### src/rtl/keypad_scanner.sv
// ---------------------------------------------------------------------------
// keypad_scanner
//
// Scans a 4x4 active-low keypad matrix, debounces presses and releases, and
// decodes the accepted key into calculator events.
//
// Key layout (row r, column c):
//   r0: 1 2 3 A    r1: 4 5 6 B    r2: 7 8 9 C    r3: * 0 # D
//   A..D -> operator 0..3 (add, sub, mul, div), '*' -> erase, '#' -> equal.
//
// Ports
//   clk         in   system clock, rising edge
//   reset       in   synchronous, active-low reset
//   row[3:0]    out  row drive, active-low one-hot
//   col[3:0]    in   column sense, active-low, asynchronous, pulled up
//   num[3:0]    out  last accepted digit, held until the next digit
//   numPressed  out  one-clock pulse coincident with a num update
//   op[1:0]     out  last accepted operator, held until the next operator
//   opPressed   out  one-clock pulse coincident with an op update
//   erase       out  one-clock pulse when '*' is accepted
//   equal       out  one-clock pulse when '#' is accepted
//
// Build option
//   KEYPAD_REPEAT_EN  when defined, a held digit key re-issues its pulse
//                     every REPEAT_CYCLES clocks while it stays down.
// ---------------------------------------------------------------------------
module keypad_scanner #(
  parameter int SCAN_DIV        = 1000,
  parameter int DEBOUNCE_CYCLES = 20000,
  parameter int REPEAT_CYCLES   = 500000
) (
  input  logic       clk,
  input  logic       reset,
  output logic [3:0] row,
  input  logic [3:0] col,
  output logic [3:0] num,
  output logic       numPressed,
  output logic [1:0] op,
  output logic       opPressed,
  output logic       erase,
  output logic       equal
);

  localparam int CNT_MAX = (DEBOUNCE_CYCLES > SCAN_DIV) ? DEBOUNCE_CYCLES : SCAN_DIV;
  localparam int CW      = $clog2(CNT_MAX + 1);

  typedef enum logic [2:0] {
    S_SCAN,
    S_DEBOUNCE,
    S_PRESS,
    S_HOLD,
    S_RELEASE
  } state_t;

  state_t        r_state, w_state_next;
  logic [CW-1:0] r_cnt, w_cnt_next, w_cnt_inc;
  logic [1:0]    r_row_idx, w_row_idx_next;
  logic [1:0]    r_key_col, w_key_col_next;
  logic [3:0]    r_col_meta, r_col_sync;
  logic          w_one_low;
  logic [1:0]    w_low_idx;
  logic          w_col_match;
  logic          w_col_idle;
  logic          w_is_digit, w_is_op, w_is_erase, w_is_equal;
  logic [3:0]    w_digit;
  logic          w_rep_tick;
  logic          w_fire;
  logic [3:0]    r_num;
  logic [1:0]    r_op;
  logic          r_num_p, r_op_p, r_erase, r_equal;

  // Two-flop synchronizer for the asynchronous column inputs.
  always_ff @(posedge clk) begin
    if (!reset) begin
      r_col_meta <= 4'b1111;
      r_col_sync <= 4'b1111;
    end else begin
      r_col_meta <= col;
      r_col_sync <= r_col_meta;
    end
  end

  // Exactly one low column is a valid key; zero or several low bits are
  // treated as "no key" so simultaneous presses are ignored.
  always_comb begin
    w_one_low = 1'b0;
    w_low_idx = 2'd0;
    case (r_col_sync)
      4'b1110: begin w_one_low = 1'b1; w_low_idx = 2'd0; end
      4'b1101: begin w_one_low = 1'b1; w_low_idx = 2'd1; end
      4'b1011: begin w_one_low = 1'b1; w_low_idx = 2'd2; end
      4'b0111: begin w_one_low = 1'b1; w_low_idx = 2'd3; end
      default: begin w_one_low = 1'b0; w_low_idx = 2'd0; end
    endcase
  end

  assign w_col_match = (r_col_sync == ~(4'b0001 << r_key_col));
  assign w_col_idle  = (r_col_sync == 4'b1111);
  // The shared counter saturates instead of wrapping.
  assign w_cnt_inc   = (r_cnt == CW'(CNT_MAX)) ? r_cnt : r_cnt + CW'(1);

  always_ff @(posedge clk) begin
    if (!reset) begin
      r_state   <= S_SCAN;
      r_cnt     <= '0;
      r_row_idx <= 2'd0;
      r_key_col <= 2'd0;
    end else begin
      r_state   <= w_state_next;
      r_cnt     <= w_cnt_next;
      r_row_idx <= w_row_idx_next;
      r_key_col <= w_key_col_next;
    end
  end

  always_comb begin
    w_state_next   = r_state;
    w_cnt_next     = r_cnt;
    w_row_idx_next = r_row_idx;
    w_key_col_next = r_key_col;
    case (r_state)
      S_SCAN: begin
        if (r_cnt == CW'(SCAN_DIV - 1)) begin
          w_cnt_next = '0;
          if (w_one_low) begin
            w_state_next   = S_DEBOUNCE;
            w_key_col_next = w_low_idx;
          end else begin
            w_row_idx_next = r_row_idx + 2'd1;
          end
        end else begin
          w_cnt_next = w_cnt_inc;
        end
      end
      S_DEBOUNCE: begin
        if (!w_col_match) begin
          w_state_next = S_SCAN;
          w_cnt_next   = '0;
        end else if (r_cnt == CW'(DEBOUNCE_CYCLES - 1)) begin
          w_state_next = S_PRESS;
          w_cnt_next   = '0;
        end else begin
          w_cnt_next = w_cnt_inc;
        end
      end
      S_PRESS: begin
        w_state_next = S_HOLD;
        w_cnt_next   = '0;
      end
      S_HOLD: begin
        if (w_col_idle) begin
          w_state_next = S_RELEASE;
          w_cnt_next   = '0;
        end
      end
      S_RELEASE: begin
        if (!w_col_idle) begin
          w_state_next = S_HOLD;
          w_cnt_next   = '0;
        end else if (r_cnt == CW'(DEBOUNCE_CYCLES - 1)) begin
          // Resume on the next row so a just-released key is not re-found first.
          w_state_next   = S_SCAN;
          w_cnt_next     = '0;
          w_row_idx_next = r_row_idx + 2'd1;
        end else begin
          w_cnt_next = w_cnt_inc;
        end
      end
      default: begin
        w_state_next = S_SCAN;
        w_cnt_next   = '0;
      end
    endcase
  end

  // Key decode from the frozen row and latched column. Column 3 holds the
  // operators, so the operator code is simply the row index.
  always_comb begin
    w_is_digit = 1'b0;
    w_is_op    = 1'b0;
    w_is_erase = 1'b0;
    w_is_equal = 1'b0;
    w_digit    = 4'd0;
    if (r_key_col == 2'd3) begin
      w_is_op = 1'b1;
    end else if (r_row_idx != 2'd3) begin
      w_is_digit = 1'b1;
      w_digit    = {2'b00, r_row_idx} * 4'd3 + {2'b00, r_key_col} + 4'd1;
    end else begin
      case (r_key_col)
        2'd0:    w_is_erase = 1'b1;
        2'd1:    w_is_digit = 1'b1;
        default: w_is_equal = 1'b1;
      endcase
    end
  end

`ifdef KEYPAD_REPEAT_EN
  localparam int RW = $clog2(REPEAT_CYCLES + 1);
  logic [RW-1:0] r_rep_cnt;

  assign w_rep_tick = (r_state == S_HOLD) && w_is_digit && !w_col_idle &&
                      (r_rep_cnt == RW'(REPEAT_CYCLES - 1));

  always_ff @(posedge clk) begin
    if (!reset) begin
      r_rep_cnt <= '0;
    end else if ((r_state != S_HOLD) || w_rep_tick) begin
      r_rep_cnt <= '0;
    end else if (r_rep_cnt != RW'(REPEAT_CYCLES)) begin
      r_rep_cnt <= r_rep_cnt + RW'(1);
    end
  end
`else
  // No auto-repeat: REPEAT_CYCLES is always positive, so this is constant 0.
  assign w_rep_tick = (REPEAT_CYCLES < 0);
`endif

  assign w_fire = (r_state == S_PRESS) || w_rep_tick;

  // Registered outputs: each pulse and its value update land on the same edge.
  always_ff @(posedge clk) begin
    if (!reset) begin
      r_num   <= 4'd0;
      r_op    <= 2'd0;
      r_num_p <= 1'b0;
      r_op_p  <= 1'b0;
      r_erase <= 1'b0;
      r_equal <= 1'b0;
    end else begin
      r_num_p <= w_fire && w_is_digit;
      r_op_p  <= w_fire && w_is_op;
      r_erase <= w_fire && w_is_erase;
      r_equal <= w_fire && w_is_equal;
      if (w_fire && w_is_digit) r_num <= w_digit;
      if (w_fire && w_is_op)    r_op  <= r_row_idx;
    end
  end

  assign row        = ~(4'b0001 << r_row_idx);
  assign num        = r_num;
  assign op         = r_op;
  assign numPressed = r_num_p;
  assign opPressed  = r_op_p;
  assign erase      = r_erase;
  assign equal      = r_equal;

endmodule

### config.mk
export PLATFORM = sky130hd
export DESIGN_NAME = keypad_scanner
export DESIGN_NICKNAME = d
export VERILOG_FILES = /design/src/rtl/keypad_scanner.sv
export SDC_FILE = /design/constraint.sdc
export NUM_CORES = 1
export LEC_CHECK = 0
export ABC_CLOCK_PERIOD_IN_PS = 2600
export CAP_MARGIN = 20
export CORE_AREA = 4 4 81 83
export CTS_BUF_LIST = sky130_fd_sc_hd__clkbuf_8
export CTS_CLUSTER_SIZE = 16
export DETAILED_ROUTE_END_ITERATION = 12
export DIE_AREA = 0 0 85 87
export PLACE_DENSITY = 0.6
export REMOVE_ABC_BUFFERS = 1
export SYNTH_ARGS = -nofsm -noshare
export SYNTH_HDL_FRONTEND = slang
export SYNTH_SLANG_ARGS = --single-unit
### constraint.sdc
create_clock -name clk -period 2.6 [get_ports clk]
set_input_delay 0.39 -clock clk [delete_from_list [all_inputs] [get_ports clk]]
set_output_delay 0.39 -clock clk [all_outputs]
set_load 0.01 [all_outputs]
==> summary.md <==
| Metric | Value |
|---|---|
| Status | completed |
| Share of post-route cells with drive strength above 1 | 6.42% |
| Internal | 1.03 mW |
| Share of the core filled with cells in the final layout | 46.1% |
| Die span in y | 87 µm |
| Period utilisation layout | 90.4% |
| Yosys top cell area share | 34.8% |
| DR WL met3 | 236 µm |
| Cells after synthesis | 278 |
| Post-synthesis share of cell area spent on xor and xnor gates | 3.04% |
| Area Growth Syn to Fin | 17.1% |
| Top cells by area in the synthesized netlist | dfxtp_1, nand2_1, ha_1, nor2_1, o221ai_1 |
| Worst Max-Slew Pin Slew | 0.564 ns |
| Hold violation total from the final report | 0 |
| Multiplexer fraction of the synthesized cell area | 1.74% |
| Top cell types by occurrence after synthesis | dfxtp_1, nand2_1, nor2_1 |
| Adder-cell share of the synthesized area | 7.17% |
| Sequential power share | 49.2% |
| Wire length on met1 | 2620 µm |
| Library cell occupying the most area in the post-synthesis netlist | dfxtp_1 |
| Detail-routed via count per cell | 5.32 |
| Total GRT Usage | 14.5% |
| Clk slew on worst S/H paths | 0.08 ns |
| WP data required | 2.82 ns |
| Cell with the largest stage delay on the worst path | dfxtp_1 |
| Antenna-violating nets left | 0 |
| Buffer count from post-CTS setup fixing | 0 |
| Synth Area in Simple Gates | 31.0% |
| Detailed router's first-iteration violation count | 107 |
| Final weighted congestion of routability-driven global placement | 0.857 |
| Vias in the first global route | 1811 |
| PD cells | 481 mW/mm² |
| Largest fanout on the critical path | 15 |
| Routed WL | 5120 µm |
| Logic gate share of total power | 4.5% |
| Average wire per cell in the routed design | 13.8 µm |
| EDFF count, synth | 0 |
| Share of synthesized area occupied by flip-flops and latches | 34.8% |
| Highest routed metal layer | met4 |
| Maximum clock frequency | 425 MHz |
| CP Data Arrival Time | 2.57 ns |
| Max Root-Sink Buffers | 2 |
| Number of gates resized after cts | 0 |
| Accumulated negative setup slack | 0 ns |
| Hold-fix buffers at CTS | 0 |
| Psw | 0.268 mW |
| Core area | 0.00585 mm² |
| Synthesized-area fraction occupied by ao, oa, aoi and oai cells | 16.0% |
| GRT overflow | 0 |
| Fillers | 579 |
| Met2 WL | 2200 µm |
| Switching share of power | 20.7% |
| Avg Inst Size Synth | 8.28 µm² |
| Clock net sink count | 40 |
| Cell Area, Placed | 0.00255 mm² |
| Detailed Place HPWL | 3600 µm |
| Combinational family with the most area after synthesis | simple AND/OR/NAND/NOR gates |
| Library cell with the highest instance count after synthesis | dfxtp_1 |
| Count of warnings emitted by yosys | 0 |
| Via count of the routed design | 1973 |
| Register bit count reported by yosys | 40 |
| Layout Nets | 314 |
| Clock buffers created by TritonCTS | 5 |
| Count of cell types in the netlist | 46 |
| Tightest Hold Check Type | flip-flop to flip-flop |
| Count of pins on the block boundary | 20 |
| Final number of max-transition violations | 0 |
| Synth Flop Type | dfxtp_1 |
| Number of max-cap violations | 0 |
| Number of antenna violations at the first check in global routing | 0 |
| CP Launch Type | flip-flop |
| Worst path cell trace | or3b_1, a2111o_1, a31oi_4, a211o_1, mux2i_1 |
| Port Buf Inserts | 19 |
| Slew headroom | 62.3% |
| Worst path bufs/invs | 0 |
| Area occupied by multi-input gates | 0.00136 mm² |
| Post-Route Skew | 0.0108 ns |
| CTS tree | done |
| Die Wd | 85 µm |
| Die Area | 0.00740 mm² |
| Minimum period implied by the final worst setup slack | 2.35 ns |
| Layout Cell Area excl Fill | 0.00270 mm² |
| Kind of end point of the critical path | flip-flop |
| Setup repair after global routing missed its margin | false |
| Type of the worst setup path | flip-flop to flip-flop |
| Setup Viol. Count Final | 0 |
| Static leakage | 1.02 nW |
| Wire length of the first global-routing pass | 8710 µm |
| Largest vdd supply drop | 0.301 mV |
| FF+latch area | 801 µm² |
| Clock latency of the later-clocked register in the worst-skew pair | 0.30 ns |
| Remaining DRCs | 0 |
| Synthesized cell area | 0.00230 mm² |
| Cell family with most CP delay | compound AO/OA/AOI/OAI gates |
| Clock Power Share | 46.2% |
| Fraction of registers with async set/reset | 0% |
| Root cell of the clock tree | clkbuf_8 |
| H-tree levels | 2 |
| Largest incremental delay on the critical path | 0.53 ns |
| Starting density of the core | 39.3% |
| Pin count of the biggest net entering global routing | 27 |
| First-pass detailed-route iteration total | 4 |
| Rows | 28 |
| Number of antenna cells inserted | 0 |
[state kept, by name, summed over array words and instances, names as in the netlist]
signal / cells
num: 4
r_row_idx: 2
erase: 1
r_col_sync: 4
r_key_col: 2
op: 2
opPressed: 1
r_col_meta: 4
r_state: 3
equal: 1
numPressed: 1
r_cnt: 15
[final cells by class]
| class | instances | area share, % |
|---|---|---|
| Timing Repair Buffer | 27 | 9.42 |
| Inverter | 16 | 2.23 |
| Clock buffer | 5 | 2.55 |
| Sequential cell | 40 | 29.7 |
| Tap cell | 75 | 3.48 |
| Clock inverter | 2 | 2.23 |
| Multi-Input combinational cell | 206 | 50.4 |
[path summary, 6_finish.rpt]
kind | start | to | slack [ns] | cells after the start
hold / removal | r_col_meta[3] | r_col_sync[3] | 0.41 | 1
setup reg to reg | r_col_sync[1] | r_state[0] | 0.25 | 5
setup / recovery | r_col_sync[1] | r_state[0] | 0.25 | 5
hold reg to reg | r_col_meta[3] | r_col_sync[3] | 0.41 | 1
[metal layers]
layer / GRT usage, % / vias up
li1: - / 1022
met1: 19.8 / 904
met2: 22.7 / 42
met3: 3.69 / 5
met4: 3.74 / 0
met5: 0 / -
[worst reg2reg max path: cells and delay by family (launching register included)]
kind,cells,cell delay (ns)
compound gates,3,1.15
flops,1,0.53
simple gates,1,0.39
mux,1,0.21
[logic make-up after synthesis]
kind of cell	count (synthesis)
XOR/XNOR	8
adder cells (fa/ha/maj)	12
flip-flops	40
buffers and inverters	32
AND/OR/NAND/NOR	135
AO/OA/AOI/OAI	47
multiplexers	4
[power by group through the flow]
stage               clock [mW]  combinational (mW)  sequential (mW)
floorplan                    0              0.0363            0.648
global placement             0              0.0590            0.651
detailed placement           0              0.0590            0.652
CTS                      0.615              0.0591            0.637
global route             0.633              0.0660            0.640
finish                   0.599              0.0589            0.638
[through the flow]
| stage | cells | hold WS [ns] | setup WS, ns | power, mW |
|---|---|---|---|---|
| 5_1_grt | 371 | 0.421 | 0.138 | 1.34 |
| 2_1_floorplan | 262 | 0.386 | 0.578 | 0.685 |
| 4_1_cts | 370 | 0.412 | 0.0705 | 1.31 |
| 3_3_place_gp | 363 | 0.388 | 0.166 | 0.710 |
| 3_5_place_dp | 363 | 0.393 | 0.0966 | 0.711 |
| 6_report | 371 | 0.410 | 0.249 | 1.30 |
[placed cells by master (no fill, tap or decap), types with 3 or more instances in the layout]
| cell type | netlist | layout |
|---|---|---|
| clkbuf_8 | 0 | 5 |
| xnor2_1 | 3 | 3 |
| mux2i_1 | 4 | 4 |
| xor2_1 | 5 | 5 |
| nor2b_1 | 4 | 4 |
| dfxtp_1 | 40 | 40 |
| or3b_1 | 3 | 3 |
| nor3b_1 | 5 | 5 |
| nand3_1 | 10 | 10 |
| ha_1 | 10 | 10 |
| nand2_1 | 36 | 36 |
| clkdlybuf4s50_1 | 0 | 19 |
| nor3_1 | 9 | 9 |
| nand3b_1 | 3 | 3 |
| a21oi_1 | 8 | 8 |
| and4_1 | 6 | 6 |
| nand4_1 | 8 | 8 |
| and3_1 | 4 | 4 |
| nor4b_1 | 3 | 3 |
| nand2b_1 | 10 | 10 |
| and2_1 | 6 | 6 |
| o211ai_1 | 6 | 6 |
| inv_1 | 16 | 16 |
| o21ai_0 | 7 | 7 |
| buf_4 | 1 | 7 |
| o221ai_1 | 10 | 10 |
| nor2_1 | 25 | 25 |
(Power assumes the default switching activity.)
